--- config.mk ---
export PLATFORM = sky130hd
export DESIGN_NAME = player_walk_controller_flat
export DESIGN_NICKNAME = d
export VERILOG_FILES = /design/src/rtl/player_walk_controller_if.sv /design/src/rtl/player_walk_controller.sv /design/src/flat_wrapper.sv
export SDC_FILE = /design/constraint.sdc
export NUM_CORES = 1
export LEC_CHECK = 0
export ABC_CLOCK_PERIOD_IN_PS = 3110
export CORE_UTILIZATION = 56
export CTS_CLUSTER_DIAMETER = 100
export DETAILED_ROUTE_END_ITERATION = 8
export GPL_TIMING_DRIVEN = 0
export PLACE_DENSITY = 0.81
export RECOVER_POWER = 50
export SLEW_MARGIN = 10
export SYNTH_ARGS = -nofsm -noshare
export SYNTH_HDL_FRONTEND = slang
export SYNTH_SLANG_ARGS = --single-unit
--- constraint.sdc ---
create_clock -name Clk -period 3.11 [get_ports Clk]
set_input_delay 0.311 -clock Clk [delete_from_list [all_inputs] [get_ports Clk]]
set_output_delay 0.311 -clock Clk [all_outputs]
set_load 0.05 [all_outputs]
--- src/rtl/player_walk_controller_if.sv ---
// rtl/player_walk_controller_if.sv - Key/tick inputs and sprite/scroll outputs of the walk controller.
// WALK_RUN_EN adds the key_run input.
interface player_walk_controller_if;
  logic       frame_tick;
  logic       key_valid;
  logic [1:0] key_dir;
  logic       blocked;
`ifdef WALK_RUN_EN
  logic       key_run;
`endif
  logic [1:0] Direction;
  logic       Character_Moving;
  logic [1:0] Anim_Phase;
  logic [9:0] Map_X;
  logic [9:0] Map_Y;
  logic       step_done;

`ifdef WALK_RUN_EN
  modport master (
    output frame_tick, key_valid, key_dir, blocked, key_run,
    input  Direction, Character_Moving, Anim_Phase, Map_X, Map_Y, step_done
  );
  modport slave (
    input  frame_tick, key_valid, key_dir, blocked, key_run,
    output Direction, Character_Moving, Anim_Phase, Map_X, Map_Y, step_done
  );
`else
  modport master (
    output frame_tick, key_valid, key_dir, blocked,
    input  Direction, Character_Moving, Anim_Phase, Map_X, Map_Y, step_done
  );
  modport slave (
    input  frame_tick, key_valid, key_dir, blocked,
    output Direction, Character_Moving, Anim_Phase, Map_X, Map_Y, step_done
  );
`endif
endinterface

--- src/rtl/player_walk_controller.sv ---
// rtl/player_walk_controller.sv - Tile-grid player walk sequencer: turn, walk or bump one tile per key hold.
// Defining WALK_RUN_EN adds key_run, which doubles the per-tick pixel stride for the whole step.
module player_walk_controller #(
  parameter int         STEP_PX    = 16,
  parameter int         TURN_TICKS = 4,
  parameter logic [9:0] START_X    = 10'd0,
  parameter logic [9:0] START_Y    = 10'd0
) (
  input logic                     Clk,
  input logic                     Reset,
  player_walk_controller_if.slave bus
);
  localparam logic [1:0] S_IDLE = 2'd0;
  localparam logic [1:0] S_TURN = 2'd1;
  localparam logic [1:0] S_WALK = 2'd2;
  localparam logic [1:0] S_BUMP = 2'd3;
  localparam int PW = $clog2(STEP_PX) + 1;
  localparam int TW = $clog2(TURN_TICKS + 1);

  logic [1:0]    r_state;
  logic [1:0]    r_dir;
  logic [1:0]    r_anim;
  logic [9:0]    r_map_x;
  logic [9:0]    r_map_y;
  logic [PW-1:0] r_px_cnt;
  logic [TW-1:0] r_tick_cnt;
  logic          r_step_done;

  logic [PW-1:0] w_stride;
  logic [PW-1:0] w_px_next;
  logic [9:0]    w_delta;
  logic [9:0]    w_x_next;
  logic [9:0]    w_y_next;
  logic [1:0]    w_anim_next;
  logic [1:0]    w_step_state;
  logic          w_anim_adv;
  logic          w_same_dir;
  logic          w_turn_last;
  logic          w_moving;
  logic          w_step_end;
  logic          w_start;

`ifdef WALK_RUN_EN
  logic r_run;
  assign w_stride = r_run ? PW'(2) : PW'(1);

  // Run mode is latched at every step start so a step never changes speed midway.
  always_ff @(posedge Clk) begin
    if (Reset) begin
      r_run <= 1'b0;
    end else if (w_start) begin
      r_run <= bus.key_run;
    end
  end
`else
  assign w_stride = PW'(1);
`endif

  assign w_px_next    = r_px_cnt + w_stride;
  assign w_delta      = 10'(w_stride);
  assign w_same_dir   = bus.key_valid && (bus.key_dir == r_dir);
  assign w_turn_last  = (r_tick_cnt == TW'(TURN_TICKS - 1));
  assign w_moving     = (r_state == S_WALK) || (r_state == S_BUMP);
  assign w_step_end   = (w_px_next == PW'(STEP_PX));
  assign w_step_state = bus.blocked ? S_BUMP : S_WALK;
  assign w_anim_adv   = (r_px_cnt == '0) || (w_px_next == PW'(STEP_PX / 2));
  assign w_anim_next  = r_anim + {1'b0, w_anim_adv};

  // A step starts from IDLE, at the end of a turn, or chained off a finished step (walk only).
  assign w_start = bus.frame_tick && w_same_dir &&
                   ((r_state == S_IDLE) ||
                    ((r_state == S_TURN) && w_turn_last) ||
                    (w_moving && w_step_end && !bus.blocked));

  always_comb begin
    w_x_next = r_map_x;
    w_y_next = r_map_y;
    case (r_dir)
      2'd0:    w_y_next = r_map_y - w_delta;
      2'd1:    w_x_next = r_map_x + w_delta;
      2'd2:    w_y_next = r_map_y + w_delta;
      default: w_x_next = r_map_x - w_delta;
    endcase
  end

  always_ff @(posedge Clk) begin
    if (Reset) begin
      r_state     <= S_IDLE;
      r_dir       <= 2'd0;
      r_anim      <= 2'd0;
      r_map_x     <= START_X;
      r_map_y     <= START_Y;
      r_px_cnt    <= '0;
      r_tick_cnt  <= '0;
      r_step_done <= 1'b0;
    end else begin
      r_step_done <= 1'b0;
      if (bus.frame_tick) begin
        if (r_state == S_TURN) begin
          r_tick_cnt <= r_tick_cnt + 1'b1;
        end
        if (w_moving) begin
          r_px_cnt <= w_px_next;
          r_anim   <= w_anim_next;
          if (r_state == S_WALK) begin
            r_map_x <= w_x_next;
            r_map_y <= w_y_next;
          end
          if (w_step_end) begin
            r_step_done <= (r_state == S_WALK);
            if (!w_start) begin
              r_state <= S_IDLE;
              if (w_anim_next[0]) begin
                r_anim <= 2'd0;
              end
            end
          end
        end
        if ((r_state == S_IDLE) && bus.key_valid && !w_same_dir) begin
          r_dir      <= bus.key_dir;
          r_state    <= S_TURN;
          r_tick_cnt <= '0;
        end
        if ((r_state == S_TURN) && w_turn_last && !w_same_dir) begin
          r_state <= S_IDLE;
        end
        if (w_start) begin
          r_state  <= w_step_state;
          r_px_cnt <= '0;
        end
      end
    end
  end

  assign bus.Direction        = r_dir;
  assign bus.Character_Moving = w_moving;
  assign bus.Anim_Phase       = r_anim;
  assign bus.Map_X            = r_map_x;
  assign bus.Map_Y            = r_map_y;
  assign bus.step_done        = r_step_done;
endmodule

--- src/flat_wrapper.sv ---
// flat-port wrapper written by rule: the top's interface ports become plain ports
module player_walk_controller_flat 
#(
  parameter int         STEP_PX    = 16,
  parameter int         TURN_TICKS = 4,
  parameter logic [9:0] START_X    = 10'd0,
  parameter logic [9:0] START_Y    = 10'd0
)
  (Clk, Reset, bus_frame_tick, bus_key_valid, bus_key_dir, bus_blocked, bus_Direction, bus_Character_Moving, bus_Anim_Phase, bus_Map_X, bus_Map_Y, bus_step_done);
  player_walk_controller_if bus_i ();
  input logic Clk;
  input logic Reset;
  input wire logic [$bits(bus_i.frame_tick)-1:0] bus_frame_tick;
  input wire logic [$bits(bus_i.key_valid)-1:0] bus_key_valid;
  input wire logic [$bits(bus_i.key_dir)-1:0] bus_key_dir;
  input wire logic [$bits(bus_i.blocked)-1:0] bus_blocked;
  output wire logic [$bits(bus_i.Direction)-1:0] bus_Direction;
  output wire logic [$bits(bus_i.Character_Moving)-1:0] bus_Character_Moving;
  output wire logic [$bits(bus_i.Anim_Phase)-1:0] bus_Anim_Phase;
  output wire logic [$bits(bus_i.Map_X)-1:0] bus_Map_X;
  output wire logic [$bits(bus_i.Map_Y)-1:0] bus_Map_Y;
  output wire logic [$bits(bus_i.step_done)-1:0] bus_step_done;
  assign bus_i.frame_tick = bus_frame_tick;
  assign bus_i.key_valid = bus_key_valid;
  assign bus_i.key_dir = bus_key_dir;
  assign bus_i.blocked = bus_blocked;
  assign bus_Direction = bus_i.Direction;
  assign bus_Character_Moving = bus_i.Character_Moving;
  assign bus_Anim_Phase = bus_i.Anim_Phase;
  assign bus_Map_X = bus_i.Map_X;
  assign bus_Map_Y = bus_i.Map_Y;
  assign bus_step_done = bus_i.step_done;
  player_walk_controller #(.STEP_PX(STEP_PX), .TURN_TICKS(TURN_TICKS), .START_X(START_X), .START_Y(START_Y)) u_core (.Clk(Clk), .Reset(Reset), .bus(bus_i));
endmodule
==> run summary <==
The post-CTS repair timing setup buffer count came out at 0. After technology mapping, the gate count stands at 299. The area share of xor/xnor cells in the synthesized design is 0.0559, and the average footprint of a synthesized cell is 8.39 sq um. CTS built an H-tree with a depth of 2.

The proportion of synthesized flip-flops having asynchronous set or reset works out to 0. In this run the worst path has a maximum fanout of 10. Clock skew on the completed layout was measured at 0.00731 ns. Data arrives at the worst endpoint at 3.07 ns. The slowest cell on the critical path is a2111oi_1. The tools report the final antenna-violating net count as 0. Final worst-path cycle share: 0.936. Measured along the x axis, the die boundary spans 68.9 microns.

The tools report the element type at the critical path end as a flip-flop. For the pin with the worst max-slew slack, the measured transition is 0.810 ns. The residual DRC count is 0.

The number of hold buffers added after CTS was 0. The class of the tightest hold or removal check was in -> reg. The run gives 33 as the I/O pin count. The tools report the number of global-route vias before repair as 2155.

By area, the combinational part of the netlist is dominated by simple AND/OR/NAND/NOR gates. The combined area of all synthesized cells is 2510 sq um, and the clock insertion delay at the later pin of the skew report is 0.29 ns. Setup repair after global routing left no endpoint under its margin.

Measured along the y axis, the die boundary spans 68.9 microns. The warning count from the yosys run was 0; the half-perimeter wire length of the detailed placement result was 4220 microns. When the netlist entered floorplanning its net count stood at 330. The share of post-route cells with drive strength above 1 works out to 0.0621. The effective utilization at floorplan is 0.605. STA classifies the critical path startpoint as a flip-flop. The antenna cell count is 0, and the multiplexer share of the synthesized area is 0.0205. The power density over cell area came out at 333 nW/um^2. TritonCTS built the clock tree.

The tightest hold path in the finished design has a slack of 0.341 ns. The core region is 4140 sq um. The final layout contains 368 nets. The simple-gate share of the synthesized area is 0.255. In this run the tool buffered the top-level ports with 31 buffer cells.

For the initial antenna violation count, the log shows 0. The proportion of synthesized chip area in sequential cells is 0.279. For the global router's overall resource usage, the log shows 0.267.

The detail-routed net length per standard cell is 15.1 microns. The flow ran to the end, and the final reports show no timing, DRC or antenna violations. For the full die area, the log shows 4750 sq um. For this design the static power due to leakage is 0.00130 uW. The clock sink count was 35. For this run, the leading register cell type out of synthesis is dfxtp_1. The critical path in this run is classified as reg -> reg.

The synthesized design contains 0 enable-type register cells. The first global-routing pass estimated 9490 microns of wire. Compared with the post-synthesis result, the final layout area differs by 18.3%. The detailed router finished its first iteration with 161 violations. For this run, the detailed router's first-pass iteration total came to 4. Walking the worst path, the cells encountered are clkbuf_2 -> nand2b_2 -> fa_1 -> a21o_1 -> a21o_1 -> a2111oi_1 -> nor3_1 -> or3b_2.

Once layout is complete, the cells apart from fillers number 388. The run gives 0 as the setup violation total in the final timing report. The largest single stage delay on the critical path is 0.52 ns. For the worst setup path, the data required time is 3.27 ns. Maximum number of pins on one net before global-route repair: 11. For the hold violation total from the final report, the log shows 0.

The via count of the routed design is 2379. The dominant cell type by count on the critical path was a21o_1. The flop and latch count out of synthesis is 35. The clock period minus worst slack was 2.91 ns. After detailed routing, the number of vias per cell comes to 6.13. The tool flagged a number of max-cap violations equal to 0. The run gives 380 as the total instance count after detailed placement. The clock passes through at most 2 buffers. The distinct cell type count after synthesis is 62, and the post-cts repair resize count is 0. For the total count of max-transition violations in the final report, the log shows 0. The clock root buffer master is clkbuf_8. The standard-cell row count came out at 23. For the worst max-slew margin expressed relative to the limit, the log shows 0.459.

The synthesized-area fraction occupied by adder cells was 0.126; the complex-gate fraction of the synthesized area was 0.215. The peak ir drop on the vdd network is 302 uV. For the final routed database, the setup TNS stands at 0 ns. Buffers inserted during clock tree synthesis total 5.

For the routed wire length, the log shows 5840 microns. Total power: 988 uW. The logs give 0.987 for the placer's final routability congestion estimate and 0 for the residual overflow from global routing. For the maximum achievable frequency, the log shows 343 MHz. After clock tree synthesis, the clock-pin slew on the worst setup and hold paths is 0.08 ns.
logic make-up after synthesis:
family,Yosys count
flip-flops,35
AND/OR/NAND/NOR,113
multiplexers,5
XOR/XNOR,16
adder cells (fa/ha/maj),24
buffers and inverters,27
AO/OA/AOI/OAI,79
through the flow:
step | utilization | worst slack (ns) | area (sq um)
final | 0.716 | 0.198 | 2970
after global routing | 0.716 | 0.0629 | 2970
after CTS | 0.715 | 0.00406 | 2960
after detailed placement | 0.695 | 0.0258 | 2880
after global placement | 0.695 | 0.0451 | 2880
after floorplan | - | 0.0856 | 2510
state kept, by name (all words and copies together) (netlist names):
| name | flops |
|---|---|
| u_core.bus.Map_X | 10 |
| u_core.bus.Map_Y | 10 |
| u_core.r_px_cnt | 5 |
| u_core.r_tick_cnt | 3 |
| u_core.bus.Anim_Phase | 2 |
| u_core.bus.Direction | 2 |
| u_core.r_state | 2 |
| u_core.bus.step_done | 1 |
cell type report:
class / count / area [sq um]
Multi-Input combinational cell: 237 / 1690
Fill cell: 343 / 1180
Sequential cell: 35 / 701
Timing Repair Buffer: 31 / 310
Buffer: 17 / 85.1
Clock buffer: 7 / 76.3
Tap cell: 50 / 62.6
Inverter: 10 / 37.5
Clock inverter: 1 / 5.00
synth_stat cells, types with 2 or more instances:
library cell,instances,area (sq um)
nand3_1,16,80.1
nor3_1,12,60.1
nand4_1,2,12.5
or3_1,2,12.5
buf_6,2,22.5
nor3b_1,5,37.5
or4_1,3,22.5
clkbuf_1,8,30.0
o31ai_1,2,15.0
a211oi_1,4,30.0
inv_1,10,37.5
fa_1,2,40.0
a21o_1,10,75.1
nor2b_1,2,12.5
nand2_1,21,78.8
dfxtp_1,35,701
a221oi_1,2,17.5
nor4b_1,7,61.3
a41o_1,2,20.0
buf_2,4,20.0
mux2i_1,4,40.0
a21oi_1,19,95.1
o21ai_0,15,75.1
nand3b_1,4,30.0
xnor2_1,11,96.3
and2_1,2,12.5
a31oi_1,3,18.8
buf_1,3,11.3
and3_1,7,43.8
nand2b_1,3,18.8
ha_1,22,275
nor2_1,17,63.8
o21a_1,5,37.5
xor2_1,5,43.8
layer usage:
metal | track usage | vias up | routed length, microns
li1 | - | 1186 | -
met1 | 0.360 | 1127 | 2840
met2 | 0.437 | 62 | 2670
met3 | 0.0477 | 4 | 302
met4 | 0.0689 | 0 | 27
met5 | 0 | - | 0
report_power, final:
| group | switching (uW) | total, uW | internal, uW |
|---|---|---|---|
| combinational | 120 | 195 | 75.3 |
| sequential | 7.90 | 465 | 457 |
| clock | 170 | 327 | 157 |
| total | 298 | 988 | 690 |
worst max-delay path, delay by kind of cell (launching register included):
kind            cells  cell delay, ns
simple gates        3            0.86
flops               1            0.36
compound gates      3            0.90
buf+inv             1            0.20
fa+ha+maj           1            0.46
layout by cell type, fill, tap and decap left out, types with 5 or more instances in the layout:
cell type and count:
a21o_1 10, nor4b_1 7, a21oi_1 19, nor3b_1 5
clkbuf_8 5, inv_1 10, dfxtp_1 35, xor2_1 5
nor2_1 17, nand3_1 16, xnor2_1 11, clkbuf_1 10
dlygate4sd3_1 26, nand2_1 21, clkdlybuf4s50_1 5, ha_1 22
and3_1 7, o21a_1 5, o21ai_0 15, nor3_1 12
path summary, 6_finish.rpt:
path	from	to	slack [ns]	cells after the start
setup / recovery	u_core.bus.Direction[1]$_SDFFE_PP0P_	u_core.bus.Map_X[8]$_SDFFE_PP0P_	0.20	8
hold / removal	bus_frame_tick	u_core.r_state[1]$_SDFFE_PP0P_	0.34	3
setup reg to reg	u_core.bus.Direction[1]$_SDFFE_PP0P_	u_core.bus.Map_X[8]$_SDFFE_PP0P_	0.20	8
hold reg to reg	u_core.bus.Map_Y[7]$_SDFFE_PP0P_	u_core.bus.Map_Y[7]$_SDFFE_PP0P_	0.48	2
(Power assumes the default switching activity.)
